**src/rtl/reg_write_arbiter.sv**
```systemverilog
// Single register-file write port shared by pipeline writeback and a buffered long-latency unit.
// Optional starvation guard compiled in with REG_WRITE_ARBITER_STARVE_GUARD_EN.
module reg_write_arbiter #(
  parameter int DEPTH        = 2,
  parameter int STARVE_LIMIT = 4
) (
  input  logic        clk,
  input  logic        reset,
  input  logic        wb_valid,
  input  logic [4:0]  wb_rd,
  input  logic [31:0] wb_data,
  input  logic        lu_valid,
  input  logic [4:0]  lu_rd,
  input  logic [31:0] lu_data,
  output logic        lu_ready,
  input  logic        iss_valid,
  input  logic [4:0]  iss_rd,
  input  logic [4:0]  rs1,
  input  logic [4:0]  rs2,
  output logic        hazard_stall,
  output logic        wb_hold,
  output logic        regWr,
  output logic [4:0]  ws,
  output logic [31:0] wr_data,
  output logic [31:0] busy
);

  localparam int PW = (DEPTH > 1) ? $clog2(DEPTH) : 1;
  localparam int CW = $clog2(DEPTH + 1);

  // The head must be visible in the cycle it is granted, so the buffer is read asynchronously.
  logic [4:0]    fifo_rd   [DEPTH];
  logic [31:0]   fifo_data [DEPTH];
  logic [PW-1:0] wr_ptr_reg;
  logic [PW-1:0] rd_ptr_reg;
  logic [CW-1:0] count_reg;
  logic [31:0]   busy_reg;
  logic [31:0]   busy_next;

  logic          fifo_empty;
  logic          fifo_full;
  logic          push;
  logic          wb_win;
  logic          fifo_grant;
  logic [4:0]    head_rd;
  logic [31:0]   head_data;
  logic          iss_claim;

  assign fifo_empty = (count_reg == '0);
  assign fifo_full  = (count_reg == CW'(DEPTH));
  assign head_rd    = fifo_rd[rd_ptr_reg];
  assign head_data  = fifo_data[rd_ptr_reg];

  assign lu_ready   = !reset && !fifo_full;
  // Results for r0 are accepted and dropped so the unit is never blocked by them.
  assign push       = lu_valid && lu_ready && (lu_rd != 5'd0);
  assign wb_win     = !reset && wb_valid && (wb_rd != 5'd0) && !wb_hold;
  assign fifo_grant = !reset && !wb_win && !fifo_empty;

  assign regWr   = wb_win || fifo_grant;
  assign ws      = wb_win ? wb_rd   : (fifo_grant ? head_rd   : 5'd0);
  assign wr_data = wb_win ? wb_data : (fifo_grant ? head_data : 32'd0);

`ifdef REG_WRITE_ARBITER_STARVE_GUARD_EN
  localparam int SW = $clog2(STARVE_LIMIT + 1);
  logic [SW-1:0] starve_reg;

  assign wb_hold = !reset && !fifo_empty && (starve_reg == SW'(STARVE_LIMIT));

  always_ff @(posedge clk) begin
    if (reset) begin
      starve_reg <= '0;
    end else if (!fifo_empty && !fifo_grant) begin
      starve_reg <= starve_reg + 1'b1;
    end else begin
      starve_reg <= '0;
    end
  end
`else
  assign wb_hold = 1'b0;
`endif

  always_ff @(posedge clk) begin
    if (push) begin
      fifo_rd[wr_ptr_reg]   <= lu_rd;
      fifo_data[wr_ptr_reg] <= lu_data;
    end
  end

  // Pointers wrap naturally because DEPTH is a power of two.
  always_ff @(posedge clk) begin
    if (reset) begin
      wr_ptr_reg <= '0;
      rd_ptr_reg <= '0;
      count_reg  <= '0;
      busy_reg   <= '0;
    end else begin
      if (push) begin
        wr_ptr_reg <= wr_ptr_reg + 1'b1;
      end
      if (fifo_grant) begin
        rd_ptr_reg <= rd_ptr_reg + 1'b1;
      end
      count_reg <= count_reg + CW'(push) - CW'(fifo_grant);
      busy_reg  <= busy_next;
    end
  end

  // A new claim wins over a retiring write to the same register.
  assign iss_claim    = iss_valid && (iss_rd != 5'd0);
  assign busy_next[0] = 1'b0;
  for (genvar gi = 1; gi < 32; gi++) begin : g_busy
    assign busy_next[gi] = (iss_claim && (iss_rd == 5'(gi))) ||
                           (busy_reg[gi] && !(fifo_grant && (head_rd == 5'(gi))));
  end

  assign busy = busy_reg;

  assign hazard_stall = ((rs1 != 5'd0) && busy_reg[rs1]) ||
                        ((rs2 != 5'd0) && busy_reg[rs2]) ||
                        (iss_claim && busy_reg[iss_rd]);

endmodule

```
**config.mk**
```make
export PLATFORM = sky130hd
export DESIGN_NAME = reg_write_arbiter
export DESIGN_NICKNAME = d
export VERILOG_FILES = /design/src/rtl/reg_write_arbiter.sv
export SDC_FILE = /design/constraint.sdc
export NUM_CORES = 1
export LEC_CHECK = 0
export CORE_UTILIZATION = 50
export DETAILED_ROUTE_END_ITERATION = 8
export GPL_ROUTABILITY_DRIVEN = 0
export PLACE_DENSITY = 0.88
export SETUP_SLACK_MARGIN = 0.1
export SYNTH_ARGS = -nofsm -noshare
export SYNTH_HDL_FRONTEND = slang
export SYNTH_SLANG_ARGS = --single-unit
```
**constraint.sdc**
```tcl
create_clock -name clk -period 6.65 [get_ports clk]
set_input_delay 0.665 -clock clk [delete_from_list [all_inputs] [get_ports clk]]
set_output_delay 0.665 -clock clk [all_outputs]
set_load 0.02 [all_outputs]
```
==> out/qor.txt, run 1 <==
Status - finished, final reports clean
FMAX - 233.8 MHz
# diodes - 0
Via-per-instance ratio - 5.949
Clk_skew - 11.31 ps
Clock-pin slew on the worst setup and hold paths - 90 ps
Ys flop type - edfxtp_1
Hold Path Class - reg -> reg
Seq pwr share - 0.505
Gate Count Post-Synth - 492
Power share of the clock group - 0.282
Core Region - 10510 um2
RSZ-0062 raised after global routing - false
Most Frequent Cell on Critical Path - clkdlybuf4s50_1
Drt drc - 0
Die X - 106.8 um
MaxCap Viol Count - 0
CP max stage delay - 990 ps
Hold buffer count at cts - 0
Sequential cell area - 2944 um2
Sw power - 414.8 uW
Share of the synthesized area in the top cell type - 0.4043
Number of synthesized register bits - 110
Placed Cells - 764
Average routed wire per standard cell - 19.08 um
Worst EP required - 5980 ps
Max FFs per register - 64
# fillers - 735
Hpwl dp - 10710 um
Post-CTS Setup Bufs - 0
Worst EP arrival - 3610 ps
Starting Density - 0.5230
GR Util All Layers - 0.2668
Synth top area cells - edfxtp_1, dfxtp_1, mux2i_1
Library cells used by synthesis - 54
P_int - 1127 uW
Sw Share - 0.2691
Initial antenna violation count - 0
Worst slew pin tran - 1196 ps
Maximum vdd drop - 154.5 uV
Placed cell area - 7196 um2
Gr ovfl total - 0
Critical Path Sink Type - output pin
Slew Viols, Final - 0
CTS resizes - 0
Static Leak - 0.002423 uW
Post-synthesis area per instance - 11.17 um2
Synth area leader - edfxtp_1
Post-synthesis sequential area ratio - 0.5354
Total CTS buffers - 9
First-pass GRT wire length - 23320 um
I/O pins - 167
Setup TNS - 0 ps
Clk buf depth - 2
Max-slew headroom - 0.2026
Standard-cell rows - 37
Fin crit share - 0.6431
Cell Pwr Density - 208.1 nW/um2
CTS sink cnt - 110
Crit-path max FO - 39
CTS tree - yes
Routed WL - 14880 um
Post-route ant nets - 0
Yosys warns - 0
Crit path time final - 4277 ps
Total number of vias - 4640
Crit path launch type - input pin
Slowest cell on the critical path - o21a_1
Port Buffers - 164
Cell area after layout - 7408 um2
Worst setup path category - in -> out
Die Ht - 106.8 um
Non-filler cells in the finished layout - 780
Layout cells sized above 1 - 0.07298
Final core occ - 0.7050
Die ar. - 11420 um2
Final Hold Vio Count - 0
Worst path cell trace - clkdlybuf4s50_1 > buf_4 > nor2b_1 > o21a_1 > nand2_1 > o21ai_0 > clkdlybuf4s50_1
# setup viols final - 0
Vias in the first global route - 4666
Combinational Power Share - 0.213
Multi-input logic area - 2384 um2
Root buffer cell - clkbuf_8
Async SR Flop Fraction - 0
DR iter-0 viols - 390
DRT Pass-1 Iters - 7
Synthesis-to-layout area growth - 34.78%
H-tree depth - 3
Fin nets - 735
EDFF count, synth - 74
Cell Area, Synth - 5497 um2
Worst skew pair latency - 380 ps
Largest net degree at the start of global routing - 54
==> stage by stage <==
stage / setup slack (ps) / hold slack [ps] / power (uW)
finish: 2373 / 528.8 / 1541
global route: 2127 / 563.8 / 1591
CTS: 2446 / 537.0 / 1543
detailed placement: 2465 / 499.4 / 1118
global placement: 2649 / 491.6 / 1107
floorplan: 3091 / 481.2 / 967.5
==> cell type report <==
type | instances | area share
timing repair buffer | 166 | 0.2236
sequential | 110 | 0.3974
clock inverter | 5 | 0.01098
tap | 136 | 0.02297
clock buffer | 11 | 0.01773
inverter | 11 | 0.005573
multi-input combinational | 341 | 0.3217
==> worst paths after layout <==
check	depth (start not counted)	slack, ps	end	startpoint
worst max-delay path	7	2370	wr_data[16]	reset
worst min-delay path	2	530	flop	rd_ptr_reg
worst max register to register	10	4030	count_reg[1]	count_reg[1]
worst min register to register	2	530	flop	rd_ptr_reg
==> synth_stat cells (2+ instances only) <==
cell type and instances:
o211ai_1 4, ha_1 2, nand4_1 4, o31ai_1 13, buf_4 3, nor2b_1 6, a2111oi_0 2, o21ai_0 51
nand3b_1 2, nor4b_1 2, a31oi_1 3, xnor2_1 3, edfxtp_1 74, inv_1 11, mux4_2 15, nand3_1 8
and3_1 2, mux2_2 7, buf_2 10, or4_1 2, a221oi_1 2, a211o_1 2, nor3b_1 4, clkbuf_1 15
buf_1 2, mux2i_1 46, nor4_1 2, nand2_1 76, nand2b_1 2, nor2_1 20, o41ai_1 3, a32oi_1 2
dfxtp_1 36, a21oi_1 34, nor3_1 3
==> logic make-up (layout without fill, tap and decap cells) <==
family | Yosys count | after routing | synth area share
AND/OR/NAND/NOR | 139 | 139 | 0.1170
AO/OA/AOI/OAI | 125 | 125 | 0.1380
flip-flops | 110 | 110 | 0.5354
multiplexers | 69 | 69 | 0.1637
buffers and inverters | 42 | 193 | 0.03437
XOR/XNOR | 4 | 4 | 0.006375
adder cells (fa/ha/maj) | 2 | 2 | 0.004552
other | 1 | 2 | 0.0006822
==> critical path, delay by kind of cell <==
kind,cells,cell delay [ps]
buffers and inverters,3,1310
AND/OR/NAND/NOR,2,500
AO/OA/AOI/OAI,2,1130
==> layer usage <==
metal / share of wire / vias up / track usage
met5: 0 / - / 0
met4: 0.020 / 0 / 0.09295
met3: 0.096 / 29 / 0.07052
met2: 0.49 / 275 / 0.4535
met1: 0.39 / 2200 / 0.3282
li1: - / 2136 / -
==> power by group through the flow <==
stage | clock (uW) | sequential, uW | combinational, uW
2_1_floorplan | 0 | 792 | 175
3_3_place_gp | 0 | 791 | 316
3_5_place_dp | 0 | 794 | 325
4_1_cts | 436 | 778 | 328
5_1_grt | 459 | 782 | 350
6_report | 434 | 778 | 329
==> cell usage in the layout (no fill, tap or decap), types with 3 or more instances in the layout <==
cell type,netlist,final
nand3_1,8,8
o21ai_0,51,51
inv_1,11,11
clkbuf_8,0,9
nand4_1,4,4
mux2i_1,46,46
o211ai_1,4,4
nor2_1,20,18
o41ai_1,3,3
clkdlybuf4s50_1,0,164
edfxtp_1,74,74
o31ai_1,13,13
a31oi_1,3,3
nor2b_1,6,6
mux2_2,7,7
dfxtp_1,36,35
xnor2_1,3,3
nand2_1,76,76
nor3_1,3,3
mux4_2,15,15
nor3b_1,4,4
a21oi_1,34,34
Power figures use the tool's default switching activity.
==> inputs of run 2 (changes only) <==
--- a/config.mk
+++ b/config.mk
@@ -5,10 +5,10 @@
 export SDC_FILE = /design/constraint.sdc
 export NUM_CORES = 1
 export LEC_CHECK = 0
-export CORE_UTILIZATION = 50
+export CORE_UTILIZATION = 47
 export DETAILED_ROUTE_END_ITERATION = 8
 export GPL_ROUTABILITY_DRIVEN = 0
-export PLACE_DENSITY = 0.88
+export PLACE_DENSITY = 0.83
 export SETUP_SLACK_MARGIN = 0.1
 export SYNTH_ARGS = -nofsm -noshare
 export SYNTH_HDL_FRONTEND = slang
==> constraint.sdc (replaced) <==
create_clock -name clk -period 4 [get_ports clk]
set_input_delay 0.4 -clock clk [delete_from_list [all_inputs] [get_ports clk]]
set_output_delay 0.4 -clock clk [all_outputs]
set_load 0.02 [all_outputs]
==> run 2 against run 1 <==
Clock power rose by 120%; final area up 2.0%; clock skew fell by 2.9 ps; combinational power up 62%; sequential cell count stayed put; hold slack improved by 21 ps; first-iteration DRC count rose by 18%; count of clock-buffer cells in the layout up 2; critical path type unchanged.
==> out/qor.txt, run 2 (same netlist as run 1, synthesis figures left out) <==
CTS sink cnt - 110 (unchanged)
CP Depth - 6 (was 7)
Starting Density - 0.4814 (was 0.5230)
DR iter-0 viols - 462 (was 390)
Clk buf depth - 2 (unchanged)
Hpwl dp - 10780 um (was 10710 um)
Worst R2R Setup Slack - 1450 ps (was 4030 ps)
MaxCap Viol Count - 0 (unchanged)
Core Region - 11420 um2 (was 10510 um2)
H-tree depth - 3 (unchanged)
Synthesis-to-layout area growth - 37.49% (was 34.78%)
Worst r2r src - count_reg[1] (unchanged)
# setup viols final - 0 (unchanged)
Delay-heaviest family, CP - buffers and inverters (unchanged)
Die ar. - 12130 um2 (was 11420 um2)
Gr ovfl total - 0 (unchanged)
DR WL met3 - 1498 um (was 1421 um)
Via-per-instance ratio - 5.922 (was 5.949)
Total CTS buffers - 9 (unchanged)
Worst setup path category - in -> out (unchanged)
Die X - 110.1 um (was 106.8 um)
Slew Viols, Final - 0 (unchanged)
Clk_skew - 8.435 ps (was 11.31 ps)
Most Frequent Cell on Critical Path - clkdlybuf4s50_1 (unchanged)
# diodes - 0 (unchanged)
FF-to-FF End - count_reg[1] (unchanged)
Setup TNS - 0 ps (unchanged)
CTS tree - yes (unchanged)
Total number of vias - 4684 (was 4640)
Fin nets - 739 (was 735)
Buf+Inv Stages, Crit Path - 2 (was 3)
Die Ht - 110.1 um (was 106.8 um)
Worst skew pair latency - 350 ps (was 380 ps)
Maximum vdd drop - 280.6 uV (was 154.5 uV)
Crit path launch type - input pin (unchanged)
Hold buffer count at cts - 0 (unchanged)
Max FFs per register - 64 (unchanged)
Layout cells sized above 1 - 0.08025 (was 0.07298)
Standard-cell rows - 39 (was 37)
Final core occ - 0.6618 (was 0.7050)
Highest routed layer - met4 (unchanged)
Fin crit share - 0.8885
Worst path cell trace - clkdlybuf4s50_1 > mux2_2 > a2111oi_0 > a31oi_1 > a211o_1 > clkdlybuf4s50_1 (was clkdlybuf4s50_1 > buf_4 > nor2b_1 > o21a_1 > nand2_1 > o21ai_0 > clkdlybuf4s50_1)
Static Leak - 0.002502 uW (was 0.002423 uW)
Worst slew pin tran - 1064 ps (was 1196 ps)
Largest net degree at the start of global routing - 54 (unchanged)
Worst EP arrival - 3150 ps (was 3610 ps)
GR Util All Layers - 0.2505 (was 0.2668)
CTS resizes - 0 (unchanged)
Slowest cell on the critical path - clkdlybuf4s50_1 (was o21a_1)
Drt drc - 0 (unchanged)
Met2 WL - 7284 um (was 7314 um)
Initial antenna violation count - 0 (unchanged)
Critical Path Sink Type - output pin (unchanged)
# fillers - 853 (was 735)
Routed WL - 14800 um (was 14880 um)
Clock-pin slew on the worst setup and hold paths - 70 ps (was 90 ps)
CP max stage delay - 850 ps (was 990 ps)
I/O pins - 167 (unchanged)
Worst EP required - 3600 ps (was 5980 ps)
Status - finished, final reports clean (unchanged)
Most frequent cells in the layout - clkdlybuf4s50_1, nand2_1, edfxtp_1 (unchanged)
Port Buffers - 164 (unchanged)
Average routed wire per standard cell - 18.71 um (was 19.08 um)
Cell Pwr Density - 368.3 nW/um2 (was 208.1 nW/um2)
First-pass GRT wire length - 22820 um (was 23320 um)
Max-slew headroom - 0.2892 (was 0.2026)
Final Hold Vio Count - 0 (unchanged)
Hold Path Class - reg -> reg (unchanged)
Vias in the first global route - 4548 (was 4666)
FMAX - 281.4 MHz
Post-CTS Setup Bufs - 0 (unchanged)
Hold Crit Depth - 2 (unchanged)
DRT Pass-1 Iters - 5 (was 7)
Post-route ant nets - 0 (unchanged)
Root buffer cell - clkbuf_16 (was clkbuf_8)
Wl on met1 - 5745 um (was 5843 um)
Most common cell after layout, fill and taps aside - clkdlybuf4s50_1 (unchanged)
Crit-path max FO - 15 (was 39)
Cells on worst reg2reg path - 10 (unchanged)
HP Start - rd_ptr_reg (unchanged)
Crit path time final - 3554 ps
RSZ-0062 raised after global routing - false (unchanged)
run 2: cell count changes in the layout (fill, tap and decap cells not counted), sizes merged:
| cell | before | now |
|---|---|---|
| clkinvlp | 2 | 0 |
| buf | 2 | 6 |
| bufinv | 2 | 1 |
| clkbuf | 11 | 13 |
| inv | 12 | 13 |
run 2: cell type report:
type,instances,area (um2),area share
Clock buffer,13,275.3,0.03642
Clock inverter,3,47.55,0.006291
Inverter,11,41.29,0.005464
Multi-Input combinational cell,341,2384,0.3154
Sequential cell,110,2944,0.3896
Tap cell,143,178.9,0.02368
Timing Repair Buffer,170,1687,0.2232
run 2: worst register-to-register path, cell delays in order, from the launching register on:
cell and delay (ps):
dfxtp_1 400, nor2_1 70, nor2_1 390, nand2_4 430, inv_1 250, ha_1 260
inv_1 50, ha_1 170, xor2_1 220, xnor2_1 150, nor2_1 50
run 2: per-stage QoR:
step	area (um2)	cells	total power (uW)	worst slack [ps]	hold slack, ps
after floorplan	5500	493	1608	706.0	481.2
final	7557	791	2783	446.0	550.2
after global routing	7557	791	2894	326.8	569.7
after CTS	7557	791	2793	493.5	549.5
after global placement	7234	775	1846	577.4	504.6
after detailed placement	7234	775	1864	497.8	530.8
run 2: power by group:
group / switching, uW / internal, uW / leakage [uW]
clock: 389 / 553 / 0.000159
combinational: 282 / 250 / 0.00137
sequential: 38.9 / 1270 / 0.000970
total: 709 / 2070 / 0.00250
run 2: how the worst max path moves through the flow:
stage	from	end	slack (ps)
global route	rs1[1]	hazard_stall	330
global placement	iss_rd[1]	hazard_stall	580
CTS	iss_rd[1]	hazard_stall	490
finish	iss_rd[1]	hazard_stall	450
detailed placement	iss_rd[1]	hazard_stall	500
floorplan	reset	fifo_data[0][0]	710
run 2: routing by layer:
metal  vias to the layer above  track usage
met5                         -            0
met4                         0      0.08929
met3                        24      0.06996
met2                       285       0.4232
met1                      2224       0.3074
li1                       2151            -
==> inputs of run 3 (changes only) <==
==> constraint.sdc (replaced) <==
create_clock -name clk -period 3.52 [get_ports clk]
set_input_delay 0.352 -clock clk [delete_from_list [all_inputs] [get_ports clk]]
set_output_delay 0.352 -clock clk [all_outputs]
set_load 0.02 [all_outputs]
==> run 3 against run 2 <==
Setup slack worse by 220 ps; combinational power up 16%; hold slack worse by 4.8 ps; critical endpoint is now ws[3].
==> out/qor.txt, run 3 (same netlist as run 1, synthesis figures left out) <==
Clk buf depth - 2 (unchanged)
Sw power - 800.9 uW (was 709.2 uW)
Most frequent cells in the layout - clkdlybuf4s50_1, nand2_1, edfxtp_1 (unchanged)
Most common cell after layout, fill and taps aside - clkdlybuf4s50_1 (unchanged)
Total Power - 3016 uW (was 2783 uW)
Worst skew pair latency - 340 ps (was 350 ps)
Fin nets - 746 (was 739)
First-pass GRT wire length - 23340 um (was 22820 um)
# setup viols final - 0 (unchanged)
Worst EP arrival - 2940 ps (was 3150 ps)
Status - finished, final reports clean (unchanged)
Drt drc - 0 (unchanged)
Seq pwr share - 0.492 (was 0.471)
FMAX - 303.7 MHz
Die ar. - 12130 um2 (unchanged)
Hpwl dp - 11180 um (was 10780 um)
Vias in the first global route - 4639 (was 4548)
Post-route ant nets - 0 (unchanged)
Crit-path max FO - 53 (was 15)
Die X - 110.1 um (unchanged)
RSZ-0062 raised after global routing - false (unchanged)
Initial antenna violation count - 0 (unchanged)
Die Ht - 110.1 um (unchanged)
Routed WL - 15140 um (was 14800 um)
P_int - 2215 uW (was 2074 uW)
Core Region - 11420 um2 (unchanged)
Starting Density - 0.4814 (unchanged)
CTS sink cnt - 110 (unchanged)
Clock-pin slew on the worst setup and hold paths - 70 ps (about the same)
Cell Pwr Density - 399.3 nW/um2 (was 368.3 nW/um2)
Slew Viols, Final - 0 (unchanged)
CTS tree - yes (unchanged)
Sequential cell area - 2944 um2 (unchanged)
DR iter-0 viols - 273 (was 462)
Worst EP required - 3170 ps (was 3600 ps)
Worst setup path category - in -> out (unchanged)
Hold buffer count at cts - 0 (unchanged)
Gr ovfl total - 0 (unchanged)
Worst slew pin tran - 1061 ps (was 1064 ps)
Final core occ - 0.6615 (was 0.6618)
Total CTS buffers - 9 (unchanged)
Final Hold Vio Count - 0 (unchanged)
Hold slack - 545.4 ps (was 550.2 ps)
CP Launch Point - wb_rd[2] (was iss_rd[1])
Max FFs per register - 64 (unchanged)
Multi-input logic area - 2384 um2 (unchanged)
Static Leak - 0.002505 uW (was 0.002502 uW)
Sw Share - 0.2655 (was 0.2548)
Power share of the clock group - 0.303 (was 0.338)
# fillers - 882 (was 853)
I/O pins - 167 (unchanged)
Root buffer cell - clkbuf_16 (unchanged)
Maximum vdd drop - 298.1 uV (was 280.6 uV)
Layout cells sized above 1 - 0.08702 (was 0.08025)
DRT Pass-1 Iters - 5 (unchanged)
Crit path launch type - input pin (unchanged)
Synthesis-to-layout area growth - 37.42% (was 37.49%)
Clk_skew - 10.44 ps (was 8.435 ps)
Crit path time final - 3293 ps
H-tree depth - 3 (unchanged)
# diodes - 0 (unchanged)
Combinational Power Share - 0.205 (was 0.191)
Average routed wire per standard cell - 18.97 um (was 18.71 um)
Port Buffers - 164 (unchanged)
Standard-cell rows - 39 (unchanged)
Max-slew headroom - 0.2908 (was 0.2892)
Via-per-instance ratio - 5.941 (was 5.922)
GR Util All Layers - 0.2563 (was 0.2505)
Worst r2r src - count_reg[1] (unchanged)
MaxCap Viol Count - 0 (unchanged)
Critical Path Sink Type - output pin (unchanged)
Fin crit share - 0.9356
HP Start - busy[17] (was rd_ptr_reg)
Largest net degree at the start of global routing - 54 (unchanged)
Setup TNS - 0 ps (unchanged)
Hold Path Class - reg -> reg (unchanged)
Total number of vias - 4741 (was 4684)
==> run 3: what timing repair did <==
| item | CTS | global route |
|---|---|---|
| endpoints found under the setup margin | 0 | 1 |
| resized for setup | 0 | 1 |
| buffers inserted | 0 | 0 |
==> run 3: final timing paths <==
kind                            slack [ps]           end  cells after the start
worst max-delay path                   230         ws[3]                      6
worst min-delay path                   550      busy[17]                      2
worst max register to register        1080  count_reg[1]                     10
worst min register to register         550      busy[17]                      2
==> run 3: power groups by stage <==
stage          logic, uW  registers, uW  clock network, uW
3_5_place_dp         613           1510                  0
2_1_floorplan        331           1500                  0
3_3_place_gp         598           1510                  0
4_1_cts              617           1480                921
6_report             619           1480                913
5_1_grt              661           1490                985
==> run 3: area by class of cell <==
cell class / count / area share
sequential: 110 / 0.3898
multi-input combinational: 341 / 0.3156
timing repair buffer: 177 / 0.2302
clock buffer: 11 / 0.03081
tap: 143 / 0.02369
inverter: 11 / 0.005466
clock inverter: 5 / 0.004472
==> run 3: through the flow <==
step	instance area [um2]	worst slack, ps	instances
6_report	7553	226.8	798
5_1_grt	7553	115.2	798
4_1_cts	7553	211.1	798
3_5_place_dp	7287	231.0	782
3_3_place_gp	7287	218.8	782
2_1_floorplan	5500	274.0	493
==> run 3: worst max-delay path, cell delays in order <==
cell and delay [ps]:
clkdlybuf4s50_1 430, or4_4 560, o21ai_4 220, nand2_4 330
o21ai_0 370, clkdlybuf4s50_1 670
==> run 3: metal layers <==
metal,track usage,share of wire,up-vias
li1,-,-,2162
met1,0.3213,0.40,2263
met2,0.4281,0.48,274
met3,0.06467,0.096,42
met4,0.09586,0.026,0
met5,0,0,-
